### src/rtl/frame_buffer_writer.sv
// Write-side controller for the ping-pong frame buffers: packs host R,G,B bytes
// into 24-bit pixels and writes whole frames alternately into Buf0 and Buf1.
module frame_buffer_writer #(
    parameter int ROWS   = 100,
    parameter int COLS   = 16,
    parameter int ADDR_W = 11
) (
    input  logic              clock,
    input  logic              reset,
    input  logic              CSHost,
    input  logic [7:0]        DataIn,
    input  logic              DataValid,
    output logic              DataReady,
    input  logic              Buf0Empty,
    input  logic              Buf1Empty,
    output logic              WE0,
    output logic              WE1,
    output logic [23:0]       WrData,
    output logic [ADDR_W-1:0] Addr0,
    output logic [ADDR_W-1:0] Addr1,
    output logic [6:0]        row0,
    output logic [6:0]        row1,
    output logic              Buf0Full,
    output logic              Buf1Full,
    output logic              FrameDone,
    output logic [1:0]        dbg_state
);

    localparam int COL_W = (COLS > 1) ? $clog2(COLS) : 1;
    localparam logic [ADDR_W-1:0] LAST_ADDR = ADDR_W'(ROWS * COLS - 1);
    localparam logic [6:0]        LAST_ROW  = 7'(ROWS - 1);
    localparam logic [COL_W-1:0]  LAST_COL  = COL_W'(COLS - 1);

    typedef enum logic [1:0] {SEL = 2'd0, FILL0 = 2'd1, FILL1 = 2'd2, DONE = 2'd3} state_t;

    state_t           state, state_nx;
    logic             target;
    logic [1:0]       phase;
    logic [7:0]       r_byte, g_byte;
    logic [COL_W-1:0] col;
    logic             sel_go;
    logic             accept, pix_done, frame_end;
    logic [6:0]       wr_row;
    logic             adv0, adv1;

    // Handshake: a byte transfers on a rising edge where DataValid, DataReady
    // and CSHost are all high; DataReady never depends on DataValid.
    assign DataReady = CSHost && (state == FILL0 || state == FILL1);
    assign accept    = DataValid && DataReady;
    assign pix_done  = accept && (phase == 2'd2);
    assign wr_row    = target ? row1 : row0;
    assign frame_end = pix_done && (wr_row == LAST_ROW) && (col == LAST_COL);
    assign dbg_state = state;

    // Address/row advance on the edge closing a write, except after the last pixel.
    assign adv0 = WE0 && (Addr0 != LAST_ADDR);
    assign adv1 = WE1 && (Addr1 != LAST_ADDR);

    always_comb begin
        state_nx = state;
        sel_go   = 1'b0;
        case (state)
            SEL: begin
                if (CSHost && !(target ? Buf1Full : Buf0Full)) begin
                    sel_go   = 1'b1;
                    state_nx = target ? FILL1 : FILL0;
                end
            end
            FILL0, FILL1: begin
                if (frame_end) state_nx = DONE;
            end
            DONE: begin
                if (CSHost) state_nx = SEL;
            end
            default: state_nx = SEL;
        endcase
    end

    always_ff @(posedge clock or negedge reset) begin
        if (!reset) begin
            state  <= SEL;
            target <= 1'b0;
        end else begin
            state <= state_nx;
            if (state == DONE && CSHost) target <= ~target;
        end
    end

    always_ff @(posedge clock or negedge reset) begin
        if (!reset) begin
            phase     <= 2'd0;
            r_byte    <= 8'd0;
            g_byte    <= 8'd0;
            WE0       <= 1'b0;
            WE1       <= 1'b0;
            WrData    <= 24'd0;
            FrameDone <= 1'b0;
        end else begin
            WE0       <= pix_done && !target;
            WE1       <= pix_done && target;
            FrameDone <= frame_end;
            if (accept) begin
                phase <= (phase == 2'd2) ? 2'd0 : phase + 2'd1;
                if (phase == 2'd0) r_byte <= DataIn;
                if (phase == 2'd1) g_byte <= DataIn;
                if (phase == 2'd2) WrData <= {r_byte, g_byte, DataIn};
            end
        end
    end

    always_ff @(posedge clock or negedge reset) begin
        if (!reset) begin
            Addr0 <= '0;
            Addr1 <= '0;
            row0  <= 7'd0;
            row1  <= 7'd0;
            col   <= '0;
        end else begin
            if (sel_go) col <= '0;
            else if (adv0 || adv1) col <= (col == LAST_COL) ? '0 : col + COL_W'(1);

            if (sel_go && !target) begin
                Addr0 <= '0;
                row0  <= 7'd0;
            end else if (adv0) begin
                Addr0 <= Addr0 + ADDR_W'(1);
                if (col == LAST_COL) row0 <= row0 + 7'd1;
            end

            if (sel_go && target) begin
                Addr1 <= '0;
                row1  <= 7'd0;
            end else if (adv1) begin
                Addr1 <= Addr1 + ADDR_W'(1);
                if (col == LAST_COL) row1 <= row1 + 7'd1;
            end
        end
    end

    // A completing frame sets its flag even if the reader releases on the same edge.
    always_ff @(posedge clock or negedge reset) begin
        if (!reset) begin
            Buf0Full <= 1'b0;
            Buf1Full <= 1'b0;
        end else begin
            if (frame_end && !target) Buf0Full <= 1'b1;
            else if (Buf0Empty)       Buf0Full <= 1'b0;
            if (frame_end && target)  Buf1Full <= 1'b1;
            else if (Buf1Empty)       Buf1Full <= 1'b0;
        end
    end

endmodule

### config.mk
export PLATFORM = sky130hd
export DESIGN_NAME = frame_buffer_writer
export DESIGN_NICKNAME = d
export VERILOG_FILES = /design/src/rtl/frame_buffer_writer.sv
export SDC_FILE = /design/constraint.sdc
export NUM_CORES = 1
export LEC_CHECK = 0
export ABC_AREA = 1
export BUFFER_PORTS_ARGS = -buffer_cell sky130_fd_sc_hd__buf_4
export CAP_MARGIN = 15
export CORE_MARGIN = 5
export CORE_UTILIZATION = 55
export DETAILED_ROUTE_END_ITERATION = 16
export PLACE_DENSITY = 0.79
export SYNTH_ARGS = -nofsm -noshare
export SYNTH_HDL_FRONTEND = slang
export SYNTH_SLANG_ARGS = --single-unit
### constraint.sdc
create_clock -name clock -period 2.35 [get_ports clock]
set_clock_uncertainty 0.15 [all_clocks]
set_input_delay 0.47 -clock clock [delete_from_list [all_inputs] [get_ports clock]]
set_output_delay 0.47 -clock clock [all_outputs]
set_load 0.01 [all_outputs]
==> results of run 1 <==
## power by group through the flow
stage | Clock, mW | Combinational, mW | Sequential, mW
2_1_floorplan | 0 | 0.839 | 2.33
4_1_cts | 1.05 | 1.55 | 2.25
6_report | 1.03 | 1.53 | 2.25
3_3_place_gp | 0 | 1.49 | 2.26
3_5_place_dp | 0 | 1.54 | 2.27
5_1_grt | 1.13 | 1.74 | 2.31
## registers in the layout (all words and copies together), names as in the netlist
register   flops
col            4
row1           7
Addr1         11
Addr0         11
Buf1Full       1
r_byte         8
target         1
dbg_state      2
FrameDone      1
Buf0Full       1
WE0            1
g_byte         8
phase          2
WrData        24
row0           7
WE1            1
## critical path: stages, from the launching register on
cell,delay (ns)
dfrtp_1,0.40
inv_1,0.08
ha_1,0.34
nand2_2,0.11
inv_1,0.05
buf_4,0.13
## layer usage
layer	global-route usage (%)	vias up	routed length [um]
met5	0	-	0
met4	6.09	0	140
met3	4.95	10	581
met2	32.1	103	4550
met1	28.1	1765	4390
li1	-	1819	-
## through the flow
step                      std cells  area, um^2  utilization, %  hold slack, ns  setup WS [ns]
after floorplan                 515        4350               -          0.0244          0.514
after global placement          691        5070            65.6           0.304          0.444
after detailed placement        691        5070            65.6           0.315          0.391
after CTS                       708        5270            68.2           0.122          0.238
after global routing            708        5270            68.2           0.110          0.156
final                           708        5270            68.2           0.139          0.260
## final cells by class
| type | count | area share [%] |
|---|---|---|
| Timing Repair Buffer | 87 | 12.7 |
| Multi-Input combinational cell | 364 | 35.0 |
| Sequential cell | 90 | 42.7 |
| Clock inverter | 7 | 1.38 |
| Tap cell | 102 | 2.42 |
| Inverter | 49 | 3.49 |
| Clock buffer | 9 | 2.35 |
## cells in the mapped netlist (all sizes together)
cell type | count | area (um^2)
nand2 | 180 | 716
dfrtp | 90 | 2250
nand3 | 59 | 320
inv | 48 | 180
o21ai | 37 | 185
xor2 | 25 | 219
nor2 | 22 | 92.6
nor3 | 13 | 65.1
nand4 | 11 | 83.8
ha | 8 | 100
buf | 7 | 53.8
clkbuf | 5 | 18.8
nand3b | 3 | 22.5
o22ai | 2 | 12.5
a21oi | 1 | 5.00
a22oi | 1 | 7.51
clkinv | 1 | 3.75
or2 | 1 | 6.26
xnor2 | 1 | 8.76
## final timing paths
kind	start	end	slack [ns]	cells past startpoint
worst max-delay path	dbg_state[0]$_DFFE_PN0P_	DataReady	0.26	5
worst min-delay path	Buf1Empty	Buf1Full$_DFFE_PN0P_	0.14	2
worst max register to register	Addr1[0]$_DFFE_PN0P_	Addr1[5]$_DFFE_PN0P_	0.36	8
worst min register to register	r_byte[6]$_DFFE_PN0P_	WrData[22]$_DFFE_PN0N_	0.33	2
max in group asynchronous	reset	phase[0]$_DFFE_PN0P_	1.00	3
min in group asynchronous	reset	Addr0[9]$_DFFE_PN0P_	0.45	2
## cells by family after synthesis
family | Yosys count | share of synthesized area, %
buffers and inverters | 61 | 5.89
adder cells (fa/ha/maj) | 8 | 2.30
AND/OR/NAND/NOR | 289 | 30.0
flip-flops | 90 | 51.7
AO/OA/AOI/OAI | 41 | 4.83
XOR/XNOR | 26 | 5.23
==> results.yml, run 1 <==
pwr:
  peakVddDrop_mv: 0.575
  powerDensity_mw_per_mm2: 912
  combPwrFrac_pct: 31.8
  clkPwrFrac_pct: 21.4
  power_mw: 4.81
  p_sw_share_pct: 37.3
  p_int_mw: 3.01
  leakagePower_nw: 2.86
  pwr-share-seq_pct: 46.8
  p_switching_mw: 1.80
sta:
  relSlewSlack_pct: 67.4
  tns_ns: 0
  drv_slew: 0
  setup_viol: 0
  period_needed_ns: 2.09
  finalCritPeriodShare_pct: 88.9
  worst_pin_slew_ns: 0.488
  grt_setup_unrepaired: "false"
  fmax_mhz: 478
  finalHoldViolCount: 0
synthesis:
  synth_cells: 515
  ys_seq_elements: 90
  ys_types: 27
  netlist_area_mm2: 0.00435
  syn_nets: 537
  seq_area_frac_synth_pct: 51.7
  syn_area_per_cell_um2: 8.45
  yosys_warnings: 0
routing:
  route.detailed.drc: 0
  wire_per_inst_um: 13.6
  drtIter0Drc: 153
  drtAntennaViolNets: 0
  viasPerCell: 5.22
  wl_mm: 9.66
  vias: 3697
  dr.pass1.iters: 5
clock_tree:
  cts_sinks: 90
  post_cts_resized: 0
  clk_root_buffer_cell: "clkbuf_8"
  holdBufCountCts: 1
  htreeDepth: 3
  cts_made_buffers: 9
  clk_path_buf_depth: 2
  cts_setup_buffers: 0
  path_clk_slew_ns: 0.10
  cts_tree: "done"
  clock_latency_ns: 0.36
floorplanning:
  row_count: 32
  io_pins: 82
  fp.dieH_um: 99.0
  die-area_mm2: 0.00979
  start_util_pct: 56.3
  die_x_um: 99.0
  core-area_mm2: 0.00773
cells_and_area:
  register_area_mm2: 0.00225
  final_common_cell: "nand2_1"
  area_growth_pct: 21.1
  drive_gt1_share_pct: 20.6
  multiInputGateArea_mm2: 0.00184
  num_antenna_cells: 0
  fill_cells: 630
  layout_common_cells: "170 x nand2_1, 90 x dfrtp_1, 85 x buf_4, 54 x nand3_1, 44 x inv_1"
  nets: 623
setup_path:
  cp-start-kind: "register"
  crit_path_end_kind: "output pin"
  worstPathArrival_ns: 1.47
  crit_fanout: 4
  critical_path_class: "register to output pin"
  critPathRequiredTime_ns: 1.73
global_routing:
  grt_pass1_vias: 3541
  grt_max_degree: 43
  antenna_found_initial: 0
  grt_use_total_pct: 20.4
  grt_pass1_wl_mm: 16.5
  grt_overflow: 0
outcome:
  status: "finished, final reports clean"
placed_design:
  place_congestion: 0.867
  dp_hpwl_mm: 7.01
  io_buffer_count: 81
run:
  maxCapViolCount: 0
min_path:
  worstHoldPathType: "input pin to register"
Power figures use the tool's default switching activity.
==> inputs of run 2 (changes only) <==
- PLACE_DENSITY: 0.79 -> default
- PLACE_DENSITY_LB_ADDON: default -> 0.25
- RECOVER_POWER: default -> 25
==> run 2 against run 1 <==
Clock power grew 4%. Critical path depth is the same. Largest power group unchanged. Combinational power is essentially flat. Highest routed layer unchanged. Critical path type unchanged. Fmax shrank 1.0%. First-iteration DRC count grew 35%. Flip-flop and latch count is the same. Die area is the same.
==> results.yml, run 2 (synthesis gave the netlist of run 1 again) <==
clock_tree:
  clock_latency_ns: 0.36
  path_clk_slew_ns: 0.09
  cts_sinks: 90
  post_cts_resized: 0
  htreeDepth: 3
  holdBufCountCts: 1
  cts_made_buffers: 9
  clk_path_buf_depth: 2
  cts_setup_buffers: 0
  cts_tree: "done"
  clk_root_buffer_cell: "clkbuf_8"
floorplanning:
  io_pins: 82
  core-area_mm2: 0.00773
  die-area_mm2: 0.00979
  die_x_um: 99.0
  fp.dieH_um: 99.0
  start_util_pct: 56.3
  row_count: 32
global_routing:
  met3_usage_pct: 4.25
  grt_max_degree: 39
  grt_pass1_wl_mm: 16.7
  grt_use_total_pct: 20.7
  grt_pass1_vias: 3593
  grtUsageMet2_pct: 33.5
  antenna_found_initial: 0
  use_met1_pct: 28.2
  grt-busiest-layer: "met2"
  grt_overflow: 0
routing:
  wl_mm: 9.76
  route.detailed.drc: 0
  drtAntennaViolNets: 0
  drtIter0Drc: 207
  vias: 3710
  dr.pass1.iters: 5
  viasPerCell: 5.24
  wire_per_inst_um: 13.8
setup_path:
  crit_fanout: 4
  crit_path_end_kind: "output pin"
  rr_endpoint: "WrData[11]$_DFFE_PN0N_"
  worstPathArrival_ns: 1.49
  critical_path_class: "register to output pin"
  r2r_cells: 9
  r2r_setup_slack_ns: 0.27
  cp-start-kind: "register"
  r2r_start: "dbg_state[0]$_DFFE_PN0P_"
  critPathRequiredTime_ns: 1.73
pwr:
  leakagePower_nw: 2.85
  powerDensity_mw_per_mm2: 927
  peakVddDrop_mv: 0.692
cells_and_area:
  fin_area_mm2: 0.00527
  num_antenna_cells: 0
  top_regs: "WrData: 24 flops, Addr0: 11 flops, Addr1: 11 flops"
  drive_gt1_share_pct: 20.6
  area_growth_pct: 21.2
  final_common_cell: "nand2_1"
  layout_common_cells: "170 x nand2_1, 90 x dfrtp_1, 84 x buf_4, 54 x nand3_1, 44 x inv_1"
  largest_reg_flops: 24
  top_register: "WrData"
  fill_cells: 637
  nets: 623
sta:
  relSlewSlack_pct: 37.2
  finalHoldViolCount: 0
  worst_pin_slew_ns: 0.942
  period_needed_ns: 2.11
  drv_slew: 0
  setup_viol: 0
  grt_setup_unrepaired: "false"
  finalCritPeriodShare_pct: 89.9
  fmax_mhz: 474
  tns_ns: 0
min_path:
  min_path_cells: 2
  worstHoldPathType: "input pin to register"
  min_from: "Buf0Empty"
  min_to: "Buf0Full$_DFFE_PN0P_"
placed_design:
  dp_hpwl_mm: 6.95
  place_congestion: 0.863
  place_area_mm2: 0.00507
  io_buffer_count: 81
outcome:
  status: "finished, final reports clean"
run:
  maxCapViolCount: 0
-- run 2: worst max path at each step --
stage / slack [ns] / end / cells past startpoint / start
after floorplan: 0.51 / dbg_state[0]$_DFFE_PN0P_ / 11 / dbg_state[0]$_DFFE_PN0P_
after global placement: 0.42 / WrData[22]$_DFFE_PN0N_ / 9 / dbg_state[0]$_DFFE_PN0P_
after detailed placement: 0.31 / WrData[21]$_DFFE_PN0N_ / 9 / dbg_state[0]$_DFFE_PN0P_
after CTS: 0.22 / DataReady / 5 / dbg_state[0]$_DFFE_PN0P_
after global routing: 0.12 / WrData[9]$_DFFE_PN0N_ / 9 / dbg_state[0]$_DFFE_PN0P_
final: 0.24 / DataReady / 5 / dbg_state[0]$_DFFE_PN0P_
-- run 2: report_power, final --
group,internal [mW],switching (mW),total (mW)
logic,0.650,0.900,1.55
registers,1.95,0.315,2.26
clock network,0.499,0.576,1.07
total,3.10,1.79,4.89
-- run 2: area by class of cell --
class	instances	area, um^2	share of cell area (%)
Timing Repair Buffer	87	666	12.6
Clock inverter	7	76.3	1.45
Tap cell	102	128	2.42
Clock buffer	9	124	2.35
Inverter	49	184	3.49
Multi-Input combinational cell	364	1840	35.0
Sequential cell	90	2250	42.7
-- run 2: stage by stage --
step | setup WS (ns) | utilization (%) | std cells | hold WS, ns | power (mW)
floorplan | 0.514 | - | 515 | 0.0244 | 3.16
global placement | 0.422 | 65.6 | 691 | 0.300 | 3.77
detailed placement | 0.314 | 65.6 | 691 | 0.303 | 3.84
CTS | 0.223 | 68.3 | 708 | 0.133 | 4.92
global route | 0.122 | 68.2 | 708 | 0.121 | 5.24
finish | 0.238 | 68.2 | 708 | 0.141 | 4.89
-- run 2: routing by layer --
| layer | vias up | wire, um |
|---|---|---|
| met3 | 11 | 608 |
| li1 | 1820 | - |
| met2 | 105 | 4840 |
| met4 | 0 | 133 |
| met1 | 1774 | 4180 |
| met5 | - | 0 |
-- run 2: worst max-delay path: stages, from the launching register on --
cell     delay, ns
dfrtp_1       0.41
inv_1         0.08
ha_1          0.35
nand2_2       0.11
inv_1         0.05
buf_4         0.13
